<file path="config.mk">
export PLATFORM = sky130hd
export DESIGN_NAME = fibo_seq_engine_flat
export DESIGN_NICKNAME = d
export VERILOG_FILES = /design/src/rtl/fibo_pkg.sv /design/src/rtl/fibo_seq_engine_if.sv /design/src/rtl/fibo_bin2bcd.sv /design/src/rtl/fibo_seq_engine.sv /design/src/flat_wrapper.sv
export SDC_FILE = /design/constraint.sdc
export NUM_CORES = 1
export LEC_CHECK = 0
export BUFFER_PORTS_ARGS = -buffer_cell sky130_fd_sc_hd__buf_2
export CAP_MARGIN = 0
export CELL_PAD_IN_SITES_DETAIL_PLACEMENT = 0
export CELL_PAD_IN_SITES_GLOBAL_PLACEMENT = 1
export CORE_MARGIN = 5
export CORE_UTILIZATION = 30
export CTS_BUF_LIST = sky130_fd_sc_hd__clkbuf_4 sky130_fd_sc_hd__clkbuf_8 sky130_fd_sc_hd__clkbuf_16
export CTS_CLUSTER_DIAMETER = 150
export DETAILED_ROUTE_END_ITERATION = 10
export HOLD_SLACK_MARGIN = 0.03
export PLACE_DENSITY = 0.64
export SYNTH_ARGS = -nofsm -noshare
export SYNTH_HDL_FRONTEND = slang
export SYNTH_HIERARCHICAL = 1
export SYNTH_SLANG_ARGS = --single-unit
</file>
<file path="constraint.sdc">
create_clock -name clk -period 3.4 [get_ports clk]
set_clock_uncertainty 0.15 [all_clocks]
set_input_delay 0.51 -clock clk [delete_from_list [all_inputs] [get_ports clk]]
set_output_delay 0.51 -clock clk [all_outputs]
set_load 0.02 [all_outputs]
</file>
<file path="src/rtl/fibo_pkg.sv">
// Shared types and constants for the fibo_seq_engine slice.
//   state_e : engine control states (CONV is only reached with FIBO_BCD_OUT_EN)
//   mode_e  : recurrence selection, Fibonacci or Lucas
//   SEED*   : first two terms of each recurrence
package fibo_pkg;

    typedef enum logic [1:0] {
        IDLE = 2'd0,
        CALC = 2'd1,
        CONV = 2'd2,
        DONE = 2'd3
    } state_e;

    typedef enum logic {
        FIB = 1'b0,
        LUC = 1'b1
    } mode_e;

    localparam int unsigned SEED0_FIB = 0;
    localparam int unsigned SEED1_FIB = 1;
    localparam int unsigned SEED0_LUC = 2;
    localparam int unsigned SEED1_LUC = 1;

endpackage : fibo_pkg

</file>
<file path="src/rtl/fibo_seq_engine_if.sv">
// Start/done control interface of fibo_seq_engine.
//   begin_fibo : start pulse                (master -> slave)
//   input_s    : index n                    (master -> slave)
//   mode       : 0 Fibonacci, 1 Lucas       (master -> slave)
//   fibo_out   : term n, saturated          (slave -> master)
//   overflow   : term n exceeded range      (slave -> master)
//   busy       : run in progress            (slave -> master)
//   done       : result valid, held         (slave -> master)
//   fibo_bcd   : BCD of fibo_out, only when FIBO_BCD_OUT_EN is defined
interface fibo_seq_engine_if #(
    parameter int unsigned WIDTH      = 28,
    parameter int unsigned IDX_W      = 6,
    parameter int unsigned BCD_DIGITS = 9
) ();

    logic                    begin_fibo;
    logic [IDX_W-1:0]        input_s;
    logic                    mode;
    logic [WIDTH-1:0]        fibo_out;
    logic                    overflow;
    logic                    busy;
    logic                    done;
`ifdef FIBO_BCD_OUT_EN
    logic [4*BCD_DIGITS-1:0] fibo_bcd;
`endif

    modport master (
        output begin_fibo,
        output input_s,
        output mode,
        input  fibo_out,
        input  overflow,
        input  busy,
`ifdef FIBO_BCD_OUT_EN
        input  fibo_bcd,
`endif
        input  done
    );

    modport slave (
        input  begin_fibo,
        input  input_s,
        input  mode,
        output fibo_out,
        output overflow,
        output busy,
`ifdef FIBO_BCD_OUT_EN
        output fibo_bcd,
`endif
        output done
    );

endinterface : fibo_seq_engine_if

</file>
<file path="src/rtl/fibo_bin2bcd.sv">
// Sequential binary-to-BCD converter (shift-add-3), one bit per clock.
//   clk, reset : clock and async active-low reset
//   start      : load bin and begin a WIDTH-cycle conversion
//   bin        : binary value to convert
//   busy       : conversion in progress
//   valid_c    : high during the final step; bcd updates on that edge
//   bcd        : last completed result, held until the next one
module fibo_bin2bcd #(
    parameter int unsigned WIDTH      = 28,
    parameter int unsigned BCD_DIGITS = 9
) (
    input  logic                    clk,
    input  logic                    reset,
    input  logic                    start,
    input  logic [WIDTH-1:0]        bin,
    output logic                    busy,
    output logic                    valid_c,
    output logic [4*BCD_DIGITS-1:0] bcd
);

    localparam int unsigned CNT_W = $clog2(WIDTH + 1);
    localparam int unsigned BCD_W = 4 * BCD_DIGITS;

    logic [WIDTH-1:0] sh;
    logic [BCD_W-1:0] acc;
    logic [BCD_W-1:0] adj;
    logic [BCD_W-1:0] acc_next;
    logic [CNT_W-1:0] cnt;

    // Add 3 to every digit >= 5 so the following shift carries correctly.
    always_comb begin
        adj = acc;
        for (int i = 0; i < int'(BCD_DIGITS); i++) begin
            if (acc[4*i +: 4] >= 4'd5) begin
                adj[4*i +: 4] = acc[4*i +: 4] + 4'd3;
            end
        end
    end

    assign acc_next = {adj[BCD_W-2:0], sh[WIDTH-1]};
    assign valid_c  = busy && (cnt == CNT_W'(1));

    always_ff @(posedge clk or negedge reset) begin
        if (!reset) begin
            sh   <= '0;
            acc  <= '0;
            cnt  <= '0;
            busy <= 1'b0;
            bcd  <= '0;
        end else if (start) begin
            sh   <= bin;
            acc  <= '0;
            cnt  <= CNT_W'(WIDTH);
            busy <= 1'b1;
        end else if (busy) begin
            sh  <= {sh[WIDTH-2:0], 1'b0};
            acc <= acc_next;
            cnt <= cnt - CNT_W'(1);
            if (valid_c) begin
                busy <= 1'b0;
                bcd  <= acc_next;
            end
        end
    end

endmodule : fibo_bin2bcd

</file>
<file path="src/rtl/fibo_seq_engine.sv">
// Two-seed additive recurrence engine: term n of Fibonacci or Lucas,
// one iteration per clock, with sticky saturating overflow.
//   clk, reset : clock and async active-low reset (0 = reset)
//   bus        : fibo_seq_engine_if.slave (begin_fibo, input_s, mode in;
//                fibo_out, overflow, busy, done, [fibo_bcd] out)
// Optional: FIBO_BCD_OUT_EN adds a WIDTH-cycle BCD conversion (CONV state)
// before done and drives bus.fibo_bcd.
module fibo_seq_engine
    import fibo_pkg::*;
#(
    parameter int unsigned WIDTH      = 28,
    parameter int unsigned IDX_W      = 6,
    parameter int unsigned BCD_DIGITS = 9
) (
    input  logic              clk,
    input  logic              reset,
    fibo_seq_engine_if.slave  bus
);

    state_e           state;
    logic [WIDTH-1:0] a;
    logic [WIDTH-1:0] b;
    logic             flag_a;
    logic             flag_b;
    logic [IDX_W-1:0] cnt;

    logic [WIDTH-1:0] fibo_out_q;
    logic             overflow_q;
    logic             busy_q;
    logic             done_q;

    logic [WIDTH:0]   sum_c;
    logic             ovf_c;
    logic [WIDTH-1:0] sat_c;

    // Next term; once any contributor overflowed the value pins to all-ones.
    assign sum_c = {1'b0, a} + {1'b0, b};
    assign ovf_c = sum_c[WIDTH] | flag_a | flag_b;
    assign sat_c = ovf_c ? '1 : sum_c[WIDTH-1:0];

    assign bus.fibo_out = fibo_out_q;
    assign bus.overflow = overflow_q;
    assign bus.busy     = busy_q;
    assign bus.done     = done_q;

`ifdef FIBO_BCD_OUT_EN
    logic                    conv_start_c;
    logic                    conv_busy;
    logic                    conv_valid_c;
    logic [4*BCD_DIGITS-1:0] conv_bcd;

    // Conversion starts on the same edge that loads fibo_out, from the same a.
    assign conv_start_c = (state == CALC) && (cnt == '0);
    assign bus.fibo_bcd = conv_bcd;

    fibo_bin2bcd #(
        .WIDTH      (WIDTH),
        .BCD_DIGITS (BCD_DIGITS)
    ) u_bin2bcd (
        .clk     (clk),
        .reset   (reset),
        .start   (conv_start_c),
        .bin     (a),
        .busy    (conv_busy),
        .valid_c (conv_valid_c),
        .bcd     (conv_bcd)
    );
`endif

    // Control FSM with registered outputs.
    always_ff @(posedge clk or negedge reset) begin
        if (!reset) begin
            state      <= IDLE;
            a          <= '0;
            b          <= '0;
            flag_a     <= 1'b0;
            flag_b     <= 1'b0;
            cnt        <= '0;
            fibo_out_q <= '0;
            overflow_q <= 1'b0;
            busy_q     <= 1'b0;
            done_q     <= 1'b0;
        end else begin
            case (state)
                IDLE, DONE: begin
                    if (bus.begin_fibo) begin
                        if (mode_e'(bus.mode) == LUC) begin
                            a <= WIDTH'(SEED0_LUC);
                            b <= WIDTH'(SEED1_LUC);
                        end else begin
                            a <= WIDTH'(SEED0_FIB);
                            b <= WIDTH'(SEED1_FIB);
                        end
                        cnt    <= bus.input_s;
                        flag_a <= 1'b0;
                        flag_b <= 1'b0;
                        busy_q <= 1'b1;
                        done_q <= 1'b0;
                        state  <= CALC;
                    end
                end
                CALC: begin
                    if (cnt != '0) begin
                        a      <= b;
                        flag_a <= flag_b;
                        b      <= sat_c;
                        flag_b <= ovf_c;
                        cnt    <= cnt - IDX_W'(1);
                    end else begin
                        // Only term n (held in a) decides overflow; b may be past range.
                        fibo_out_q <= a;
                        overflow_q <= flag_a;
`ifdef FIBO_BCD_OUT_EN
                        state      <= CONV;
`else
                        busy_q     <= 1'b0;
                        done_q     <= 1'b1;
                        state      <= DONE;
`endif
                    end
                end
`ifdef FIBO_BCD_OUT_EN
                CONV: begin
                    if (conv_busy && conv_valid_c) begin
                        busy_q <= 1'b0;
                        done_q <= 1'b1;
                        state  <= DONE;
                    end
                end
`endif
                default: begin
                    state <= IDLE;
                end
            endcase
        end
    end

endmodule : fibo_seq_engine
</file>
<file path="src/flat_wrapper.sv">
// flat-port wrapper written by rule: the top's interface ports become plain ports
module fibo_seq_engine_flat import fibo_pkg::*;
#(
    parameter int unsigned WIDTH      = 28,
    parameter int unsigned IDX_W      = 6,
    parameter int unsigned BCD_DIGITS = 9
)
  (clk, reset, bus_begin_fibo, bus_input_s, bus_mode, bus_fibo_out, bus_overflow, bus_busy, bus_done);
  fibo_seq_engine_if #(.WIDTH(WIDTH), .IDX_W(IDX_W), .BCD_DIGITS(BCD_DIGITS)) bus_i ();
  input  logic clk;
  input  logic reset;
  input wire logic [$bits(bus_i.begin_fibo)-1:0] bus_begin_fibo;
  input wire logic [$bits(bus_i.input_s)-1:0] bus_input_s;
  input wire logic [$bits(bus_i.mode)-1:0] bus_mode;
  output wire logic [$bits(bus_i.fibo_out)-1:0] bus_fibo_out;
  output wire logic [$bits(bus_i.overflow)-1:0] bus_overflow;
  output wire logic [$bits(bus_i.busy)-1:0] bus_busy;
  output wire logic [$bits(bus_i.done)-1:0] bus_done;
  assign bus_i.begin_fibo = bus_begin_fibo;
  assign bus_i.input_s = bus_input_s;
  assign bus_i.mode = bus_mode;
  assign bus_fibo_out = bus_i.fibo_out;
  assign bus_overflow = bus_i.overflow;
  assign bus_busy = bus_i.busy;
  assign bus_done = bus_i.done;
  fibo_seq_engine #(.WIDTH(WIDTH), .IDX_W(IDX_W), .BCD_DIGITS(BCD_DIGITS)) u_core (.clk(clk), .reset(reset), .bus(bus_i));
endmodule
</file>
**Word level (Yosys, flattened, before mapping)**

Index checks and enable logic that the tools add are counted.

- Add/subtract/negate cells: 2
- Equality and inequality tests: 5
- Mux-type cells: 24
- Bitwise gates (word level): 3
- Reduce and logical (&&, ||, !) cells: 8

Operators by type and width:

| cell | number |
|---|---|
| $mux 28 | 5 |
| $pmux 28 s2 | 2 |
| $add 28x28->29 | 1 |
| $mux 6 | 2 |
| $pmux 6 s2 | 1 |
| $pmux 1 s2 | 4 |
| $mux 1 | 6 |
| $mux 2 | 3 |
| $reduce_and 3->1 | 2 |
| $reduce_bool 6->1 | 1 |
| $sub 6x1->6 const B | 1 |
| $ne 2x2->1 const B | 2 |
| $pmux 2 s2 | 1 |
| $reduce_and 2->1 | 2 |
| $eq 2x1->1 const B | 1 |
| $eq 2x2->1 const B | 1 |
| $logic_not 2->1 | 1 |
| $ne 2x1->1 const B | 1 |
| $or 1x1->1 | 2 |
| $reduce_bool 2->1 | 1 |
| $reduce_or 2->1 | 1 |
| $not 1->1 | 1 |

- Bits in registers: 97
- Input bits: 10
- Output and inout bits: 31
- Word-level logic and storage cells: 52

**Depth between registers and ports, before layout**

Gate-level depths: netlist (run 1).

- Depth after elaboration: 6
- Depth in mapped cells: 10
- Depth with buffers taken out: 9

**Worst setup path before layout (run 1)**

OpenSTA, ideal clock, no wires.

- Path type: register to register
- Start: register u_core.a[0]
- End: register u_core.b[0]
- Library setup time: 0.125 ns
- Arrival time: 2.542 ns
- Required time: 3.125 ns
- Slack: 0.583 ns
- Stages on the path, launching flop included: 10
- Path buffers: 0
- Clock period less this slack: 2.817 ns
- Cells stage by stage: dfrtp_1 > ha_1 > fa_1 > a21o_1 > a31o_1 > nand3b_4 > a21oi_4 > o21a_1 > or4_1 > mux2_2

- Longest elaborated chain between the ends: 6

RTL lines:

| what | RTL line | source |
|---|---|---|
| start: declaration | fibo_seq_engine.sv:21 | `logic [WIDTH-1:0] a;` |
| start signal: assignment | fibo_seq_engine.sv:88 | `a <= WIDTH'(SEED0_LUC);` |
| start signal: assignment | fibo_seq_engine.sv:91 | `a <= WIDTH'(SEED0_FIB);` |
| $add 28x28->29 * | fibo_seq_engine.sv:37 | `assign sum_c = {1'b0, a} + {1'b0, b};` |
| $or 1x1->1 (2 in series) | fibo_seq_engine.sv:38 | `assign ovf_c = sum_c[WIDTH] \| flag_a \| flag_b;` |
| $mux 28 * | fibo_seq_engine.sv:39 | `assign sat_c = ovf_c ? '1 : sum_c[WIDTH-1:0];` |
| $mux 28 * | fibo_seq_engine.sv:103 | `if (cnt != '0) begin` |
| $pmux 28 s2 * | fibo_seq_engine.sv:84 | `case (state)` |
| end signal: assignment | fibo_seq_engine.sv:89 | `b <= WIDTH'(SEED1_LUC);` |
| end signal: assignment | fibo_seq_engine.sv:92 | `b <= WIDTH'(SEED1_FIB);` |
| end signal: assignment | fibo_seq_engine.sv:106 | `b <= sat_c;` |
| end: declaration | fibo_seq_engine.sv:22 | `logic [WIDTH-1:0] b;` |

Mark *: on every way between the ends. The rest lies on a longest branch, timed or not. The select of a mux whose other input is x is not followed.
A chain may end at the register's enable or synchronous reset.

**Final worst setup path (run 1)**

Ends and elaborated chain as after synthesis.

==> results.ini, run 1 <==
[status]
status = finished clean

[synthesis]
yosys.area_share.adder = 0.0770
muxShareOfSynthArea = 0.0692
synth_top_family_by_area = compound AO/OA/AOI/OAI gates
synthMostInstantiatedCell = dfrtp_1
yosys.area.top_type = dfrtp_1
synth_area_leaders = dfrtp_1 44%, ha_1 7.3%, mux2_2 6.2%
yosys.area_share.simple = 0.167
synth_area_um2 = 5460
synth_common_cells = 97 x dfrtp_1, 84 x nand2_1, 58 x nand3_1
synth_seq_area_share = 0.445
synth_cells = 561
syn-num-nets = 604
synthXorXnorAreaFrac = 0.0289
synth_flop_cell = dfrtp_1
avgSynthCellArea_um2 = 9.73
synth_top_area_frac = 0.445
synth_warnings = 6
ys_types = 63
synth-seq-cells = 97
synth-edff-count = 0
synthArstFlopShare = 1.00
synth_compound_area_frac = 0.179

[placed_design]
dp.cells = 809
routabilityCongestion = 0.861
io_buffers = 40
place_hpwl_um = 9640

[timing]
slew_viol_final = 0
fin_crit_ps = 3010
min_period_over_period = 0.886
grt_setup_unrepaired = false
hold_ws_ps = 89.4
fmax_mhz = 332
worst_pin_slew_ps = 974
relSlewSlack = 0.348
setup_viol = 0
hold_viol_final = 0
tns_ps = 0

[global_routing]
grt_max_degree = 59
grt_pass1_vias = 4359
overflow = 0
grt_pass1_wl_um = 22600
grt.total_usage = 0.134
antenna_found_initial = 0

[floorplanning]
coreArea_um2 = 18000
io_pins = 41
die-area_um2 = 21000
start_util = 0.304
rows = 49
chipHeight_um = 145
die_x_um = 145

[power]
max-vdd-ir-drop_mv = 0.372
power.leakage_nw = 2.73
p_total_mw = 7.14
p_per_area_nw_per_um2 = 1140

[setup_path]
cp.required_ps = 3490
arrival_ps = 3100
r2r_end = u_core/b[0]
r2r_setup_slack_ps = 390
critical_path_class = reg2reg
r2r_cells = 9
reg2reg_from = u_core/a[0]
cp-start-kind = flip-flop
worst-path-max-fanout = 7
endpoint_kind = flip-flop

[cells_and_area]
fin_cells = 824
antennaDiodeCount = 0
drive_gt1_frac = 0.173
area_growth_pct = 14.3
fin_util = 0.347
nNetsFinal = 634

[routing]
ant_nets = 0
num_vias = 4314
wl_per_cell_um = 16.3
wl_um = 13400
drcViolationCount = 0
via_per_inst = 5.24
drtIter0Drc = 191
drtPass1Iterations = 4

[clocking]
cts_sinks = 97
postCtsSetupBuffers = 0
cts_resized = 0
cts.reportedPaths.clkPinSlew_ps = 70
htreeDepth = 3
ctsRootBufferMaster = clkbuf_16
hold_buffers = 0
clk_latency_ps = 350
cts_buffers = 9
cts_tree = done
clk_path_buf_depth = 2

[worst_hold_path]
hold_class = in2async

[run]
max_cap_viol_count = 0

-- final cells by class --
cell class	count	area (um^2)
flip-flops and latches	97	2430
inverters	15	56.3
repair buffers	50	303
multi-input cells	418	2850
clock inverters	3	65.1
well taps	229	287
fillers	1859	11700
clock buffers	12	254
-- cell families (layout without fill, tap and decap cells) --
logic type / count (synthesis) / in the layout
muxes: 34 / 34
adders and majority gates: 33 / 33
DFF: 97 / 97
AOI/OAI and AO/OA: 138 / 138
and+or+nand+nor: 195 / 195
buffers and inverters: 46 / 80
xor gates and xnor gates: 18 / 18
-- per-stage QoR --
step / instance area (um^2) / setup WS, ps
6_report: 6240 / 388
5_1_grt: 6240 / 245
4_1_cts: 6240 / 395
3_5_place_dp: 5920 / 408
3_3_place_gp: 5920 / 442
2_1_floorplan: 5460 / 583
-- routing by layer --
metal | up-vias | GRT usage | wire (um)
li1 | 2119 | - | -
met1 | 2122 | 0.180 | 6550
met2 | 63 | 0.217 | 6320
met3 | 10 | 0.0309 | 419
met4 | 0 | 0.0344 | 134
met5 | - | 0 | 0
-- worst max-delay path by stage --
stage / start / endpoint / slack [ps]
2_1_floorplan: u_core/a[0] / u_core/b[0] / 580
3_3_place_gp: u_core/a[0] / u_core/b[0] / 440
3_5_place_dp: u_core/a[0] / u_core/b[0] / 410
4_1_cts: u_core/a[0] / u_core/b[0] / 390
5_1_grt: u_core/state[1] / u_core/b[27] / 240
6_report: u_core/a[0] / u_core/b[0] / 390
-- sequential cells by signal, indices dropped and copies added, names as in the netlist --
signal               flops
u_core/bus.fibo_out     28
u_core/bus.overflow      1
u_core/flag_b            1
u_core/flag_a            1
u_core/b                28
u_core/state             2
u_core/bus.done          1
u_core/a                28
u_core/cnt               6
u_core/bus.busy          1
-- cell usage in the layout, fill, tap and decap left out, types with 3 or more instances in the layout --
master,n
and2_1,3
inv_1,14
o211ai_1,9
mux2_2,30
o21bai_1,6
a31oi_1,5
and3_1,3
nand4_1,5
o21ai_0,18
nor3_1,10
a21oi_1,35
o21a_1,3
a211oi_1,3
nand3b_1,3
nand3_1,58
xnor2_1,17
a21o_1,6
buf_2,39
a211o_1,4
a221o_1,5
buf_4,9
nor2_1,14
mux2i_1,4
dfrtp_1,97
nor4_1,3
clkbuf_16,9
ha_1,32
nand2_1,84
a22o_1,14
o22ai_1,4
-- report_power, final --
part	switching, mW	internal [mW]	total (mW)	leakage, nW
Clock	0.423	0.676	1.10	0.159
Sequential	0.327	1.64	1.96	1.07
Combinational	2.42	1.65	4.08	1.50
Total	3.17	3.96	7.14	2.73
-- critical path, stage by stage (launching register included) --
cell and delay, ps:
dfrtp_1 400, ha_1 230, fa_1 400, a21o_1 230
a31o_1 300, nand3b_4 130, a21oi_4 90, o21a_1 250
or4_1 460, mux2_2 270
(Power assumes the default switching activity.)
==> run 2: changes to the inputs <==
Settings changed: CTS_BUF_LIST sky130_fd_sc_hd__clkbuf_4 sky130_fd_sc_hd__clkbuf_8 sky130_fd_sc_hd__clkbuf_16 to not set, CTS_CLUSTER_DIAMETER 150 to 100.
==> run 2 against run 1 <==
Critical endpoint unchanged. Design area is 0.12% lower. Combinational power hardly changed. Fmax is 0.33% higher. Die area stayed put. Clock power hardly changed. Via count is 0.32% higher. Utilization hardly changed. Largest cell class unchanged. Worst setup slack better by 9.9 ps. Hold slack better by 1.1 ps. Highest routed layer unchanged.
==> results.ini, run 2 (same netlist as run 1, synthesis figures left out) <==
[setup_path]
path_buf_inv = 0
critPathTopFamily = compound AO/OA/AOI/OAI gates
cp_slowest_stage_delay_ps = 460
worst-path-max-fanout = 7
cp.required_ps = 3490
r2r_setup_slack_ps = 400
cp-start-kind = flip-flop
critical_path_class = reg2reg
arrival_ps = 3090
cpMaxStageDelayCell = or4_1
cp_cell_sequence = ha_1, fa_1, a21o_1, a31o_1, nand3b_4, a21oi_4, o21a_1, or4_1, mux2_2
critPathLaunch = u_core/a[0]
endpoint_kind = flip-flop
reg2reg_from = u_core/a[0]

[clocking]
postCtsSetupBuffers = 0
clk_latency_ps = 350
hold_buffers = 0
clk_path_buf_depth = 2
cts_sinks = 97
ctsRootBufferMaster = clkbuf_16
htreeDepth = 3
cts_resized = 0
cts_buffers = 9
cts.reportedPaths.clkPinSlew_ps = 70
cts_tree = done

[timing]
tns_ps = 0
worst_pin_slew_ps = 972
setup_viol = 0
min_period_over_period = 0.883
slew_viol_final = 0
worst_slack_ps = 398
hold_viol_final = 0
fin_crit_ps = 3000
grt_setup_unrepaired = false
relSlewSlack = 0.350
fmax_mhz = 333

[floorplanning]
chipHeight_um = 145
rows = 49
die-area_um2 = 21000
die_x_um = 145
io_pins = 41
coreArea_um2 = 18000
start_util = 0.304

[global_routing]
grt.total_usage = 0.134
grt_pass1_vias = 4363
grt_max_degree = 59
antenna_found_initial = 0
grt_pass1_wl_um = 22500
overflow = 0

[routing]
wl_um = 13400
wl_per_cell_um = 16.3
ant_nets = 0
drcViolationCount = 0
num_vias = 4328
drtPass1Iterations = 4
via_per_inst = 5.25
drtIter0Drc = 206

[cells_and_area]
antennaDiodeCount = 0
final_common_cell = dfrtp_1
final_cell_mix = 97 x dfrtp_1, 84 x nand2_1, 58 x nand3_1
fin_area_um2 = 6230
fin_cells = 824
nNetsFinal = 634
fillers = 1860
area_growth_pct = 14.2
drive_gt1_frac = 0.170

[power]
p_per_area_nw_per_um2 = 1140
pwr-share-clk = 0.152
switching_share = 0.446
power.leakage_nw = 2.72
intPower_mw = 3.95
p_sw_mw = 3.18
seqPwrFrac = 0.276
p_total_mw = 7.13
pwr-share-comb = 0.572
max-vdd-ir-drop_mv = 0.374

[placed_design]
dp.cells = 809
place_area_um2 = 5920
pre_cts_ws_ps = 408
io_buffers = 40
place_hpwl_um = 9640
routabilityCongestion = 0.861

[worst_hold_path]
hold_class = in2async

[run]
max_cap_viol_count = 0

[status]
status = finished clean

==> run 2: power groups by stage <==
stage	registers, mW	clock network [mW]	logic [mW]
2_1_floorplan	2.10	0	2.94
3_3_place_gp	1.98	0	4.07
3_5_place_dp	1.99	0	4.11
4_1_cts	1.97	1.14	4.13
5_1_grt	2.03	1.17	4.58
6_report	1.96	1.08	4.08
==> run 2: layout make-up <==
cell class | instances | area, um^2 | share of cell area
Clock buffer | 12 | 246 | 0.0396
Clock inverter | 3 | 65.1 | 0.0104
Inverter | 15 | 56.3 | 0.00904
Multi-Input combinational cell | 418 | 2850 | 0.457
Sequential cell | 97 | 2430 | 0.390
Tap cell | 229 | 287 | 0.0460
Timing Repair Buffer | 50 | 303 | 0.0486
==> run 2: worst paths after layout <==
path,end,cells past startpoint
max,u_core/b[0],9
min,u_core/bus.fibo_out[13],1
max reg2reg,u_core/b[0],9
min reg2reg,u_core/bus.fibo_out[9],1
max in group asynchronous,u_core/bus.fibo_out[18],2
min in group clk,u_core/cnt[4],3
==> run 2: stage by stage <==
step           hold WS (ps)   util
2_1_floorplan          64.4      -
3_3_place_gp            334  0.330
3_5_place_dp            339  0.330
4_1_cts                 127  0.347
5_1_grt                 171  0.347
6_report               90.5  0.347
==> run 2: routing by layer <==
metal | share of wire | wire length, um | global-route usage | vias to the layer above
met3 | 0.034 | 452 | 0.0299 | 11
met5 | 0 | 0 | 0 | -
met4 | 0.012 | 155 | 0.0344 | 0
met2 | 0.47 | 6310 | 0.217 | 65
li1 | - | - | - | 2122
met1 | 0.49 | 6530 | 0.180 | 2130
==> run 3: changes to the inputs <==
Settings changed: ABC_AREA set to 1, PLACE_DENSITY 0.64 to 0.67.
==> run 3 against run 2 <==
Hold slack improved by 160 ps. Worst setup slack improved by 380 ps. Largest cell class unchanged. Sequential share of layout area decreased by 3.7 points. Die area increased by 11%. First-iteration DRC count increased by 14%. Synthesized cell count increased by 52%. Synthesized area increased by 12%. Non-clock buffer count decreased by 2. Design area increased by 10%.
==> results.ini, run 3 <==
[timing]
slew_viol_final = 0
fmax_mhz = 382
worst_pin_slew_ps = 562
min_period_over_period = 0.771
grt_setup_unrepaired = false
setup_viol = 0
hold_viol_final = 0
fin_crit_ps = 2620
relSlewSlack = 0.625
tns_ps = 0

[placed_design]
io_buffers = 40
routabilityCongestion = 0.836
dp.cells = 1146
place_hpwl_um = 11600

[cells_and_area]
fin_cells = 1163
fillers = 2260
final_common_cell = nand2_1
antennaDiodeCount = 0
register_area_um2 = 2430
area_growth_pct = 12.5
multi_input_area_um2 = 3010
nNetsFinal = 931
final_cell_mix = 300 x nand2_1, 135 x inv_1, 97 x dfrtp_1
drive_gt1_frac = 0.109

[global_routing]
grt_pass1_vias = 5124
antenna_found_initial = 0
grt.total_usage = 0.135
grt_pass1_wl_um = 25900
overflow = 0
grt_max_degree = 77

[synthesis]
synthMostInstantiatedCell = nand2_1
synth_common_cells = 300 x nand2_1, 135 x inv_1, 97 x dfrtp_1
synth_flop_cell = dfrtp_1
avgSynthCellArea_um2 = 7.16
synth-edff-count = 0
synth_warnings = 6
synth_area_leaders = dfrtp_1 40%, nand2_1 18%, inv_1 8.3%
ys_types = 37
synthArstFlopShare = 1.00
synth_seq_area_share = 0.397
yosys.area.top_type = dfrtp_1
syn-num-nets = 897
synth-seq-cells = 97
synth_top_area_frac = 0.397
synth_cells = 854
synth_area_um2 = 6110

[clocking]
clk_latency_ps = 360
hold_buffers = 1
cts_buffers = 9
cts_resized = 0
ctsRootBufferMaster = clkbuf_16
postCtsSetupBuffers = 0
clk_path_buf_depth = 2
cts_sinks = 97
htreeDepth = 3
cts_tree = done
cts.reportedPaths.clkPinSlew_ps = 80

[setup_path]
crit_top_cell = inv_2
cp_cell_sequence = inv_1, ha_2, inv_2, nor2_2, inv_2, nand2_4, inv_2, buf_4, o21ai_0, inv_1
arrival_ps = 2720
critical_path_class = reg2reg
cpMaxStageDelayCell = ha_2
endpoint_kind = flip-flop
cp-start-kind = flip-flop
worst-path-max-fanout = 37
cp.required_ps = 3500
cp_slowest_stage_delay_ps = 550

[routing]
wl_per_cell_um = 13.2
drtIter0Drc = 234
num_vias = 5192
drcViolationCount = 0
drtPass1Iterations = 4
ant_nets = 0
via_per_inst = 4.46
wl_um = 15400

[floorplanning]
die_x_um = 153
io_pins = 41
start_util = 0.303
rows = 52
chipHeight_um = 153
coreArea_um2 = 20200
die-area_um2 = 23300

[worst_hold_path]
hold_class = in2reg

[run]
max_cap_viol_count = 0

[status]
status = finished clean

[run 3: changes by cell type after synthesis, moves of 13 or more]
cell and change:
inv_1 +121, a22o_1 -14, a21oi_1 -13, o21ai_1 +26, xnor2_1 -16, mux2_2 -30
nand2_1 +216, nor2_1 +35, o21ai_0 +16, nand3_2 +20
[run 3: cells by family (layout without fill, tap and decap cells)]
family                     after synthesis  in the layout  synth area share
AOI/OAI and AO/OA                       97             97            0.0853
and+or+nand+nor                        449            449             0.318
buffers and inverters                  164            203             0.111
adders and majority gates               33             33            0.0688
xor gates and xnor gates                14             14            0.0201
DFF                                     97             97             0.397
[run 3: worst max-delay path, delay by kind of cell, from the launching register on]
kind / cells / cell delay [ps]
DFF: 1 / 380
and+or+nand+nor: 2 / 510
buffers and inverters: 6 / 710
AOI/OAI and AO/OA: 1 / 190
adders and majority gates: 1 / 550
[run 3: stage by stage]
stage	util	setup WS (ps)	hold WS, ps	instance area, um^2
2_1_floorplan	-	1270	64.4	6110
3_5_place_dp	0.326	727	272	6570
6_report	0.341	779	249	6880
5_1_grt	0.341	511	264	6880
3_3_place_gp	0.326	780	273	6570
4_1_cts	0.341	720	242	6880
[run 3: final timing paths]
path	startpoint	slack, ps	to	cells past startpoint
max in group asynchronous	reset	1940	u_core/b[23]	3
setup / recovery	u_core/state[1]	780	u_core/b[0]	10
hold / removal	bus_input_s[1]	250	u_core/cnt[1]	3
min in group asynchronous	reset	430	u_core/bus.fibo_out[7]	2
hold reg to reg	u_core/bus.busy	330	u_core/bus.busy	2
setup reg to reg	u_core/state[1]	780	u_core/b[0]	10
[run 3: final cells by class]
class                           count  share of cell area
Sequential cell                    97               0.353
Tap cell                          270              0.0491
Clock inverter                      7              0.0111
Clock buffer                        9              0.0327
Timing Repair Buffer               48              0.0404
Multi-Input combinational cell    593               0.438
Inverter                          139              0.0758
[run 3: layer usage]
metal,track usage,vias to the layer above,part of all wire
met3,0.0273,14,0.030
met5,0,-,0
li1,-,2729,-
met1,0.191,2392,0.52
met4,0.0361,0,0.012
met2,0.211,57,0.44
Power of run 3 is not shown: default switching activity piles up to over one toggle a cycle in this logic, so the estimate is an artifact.
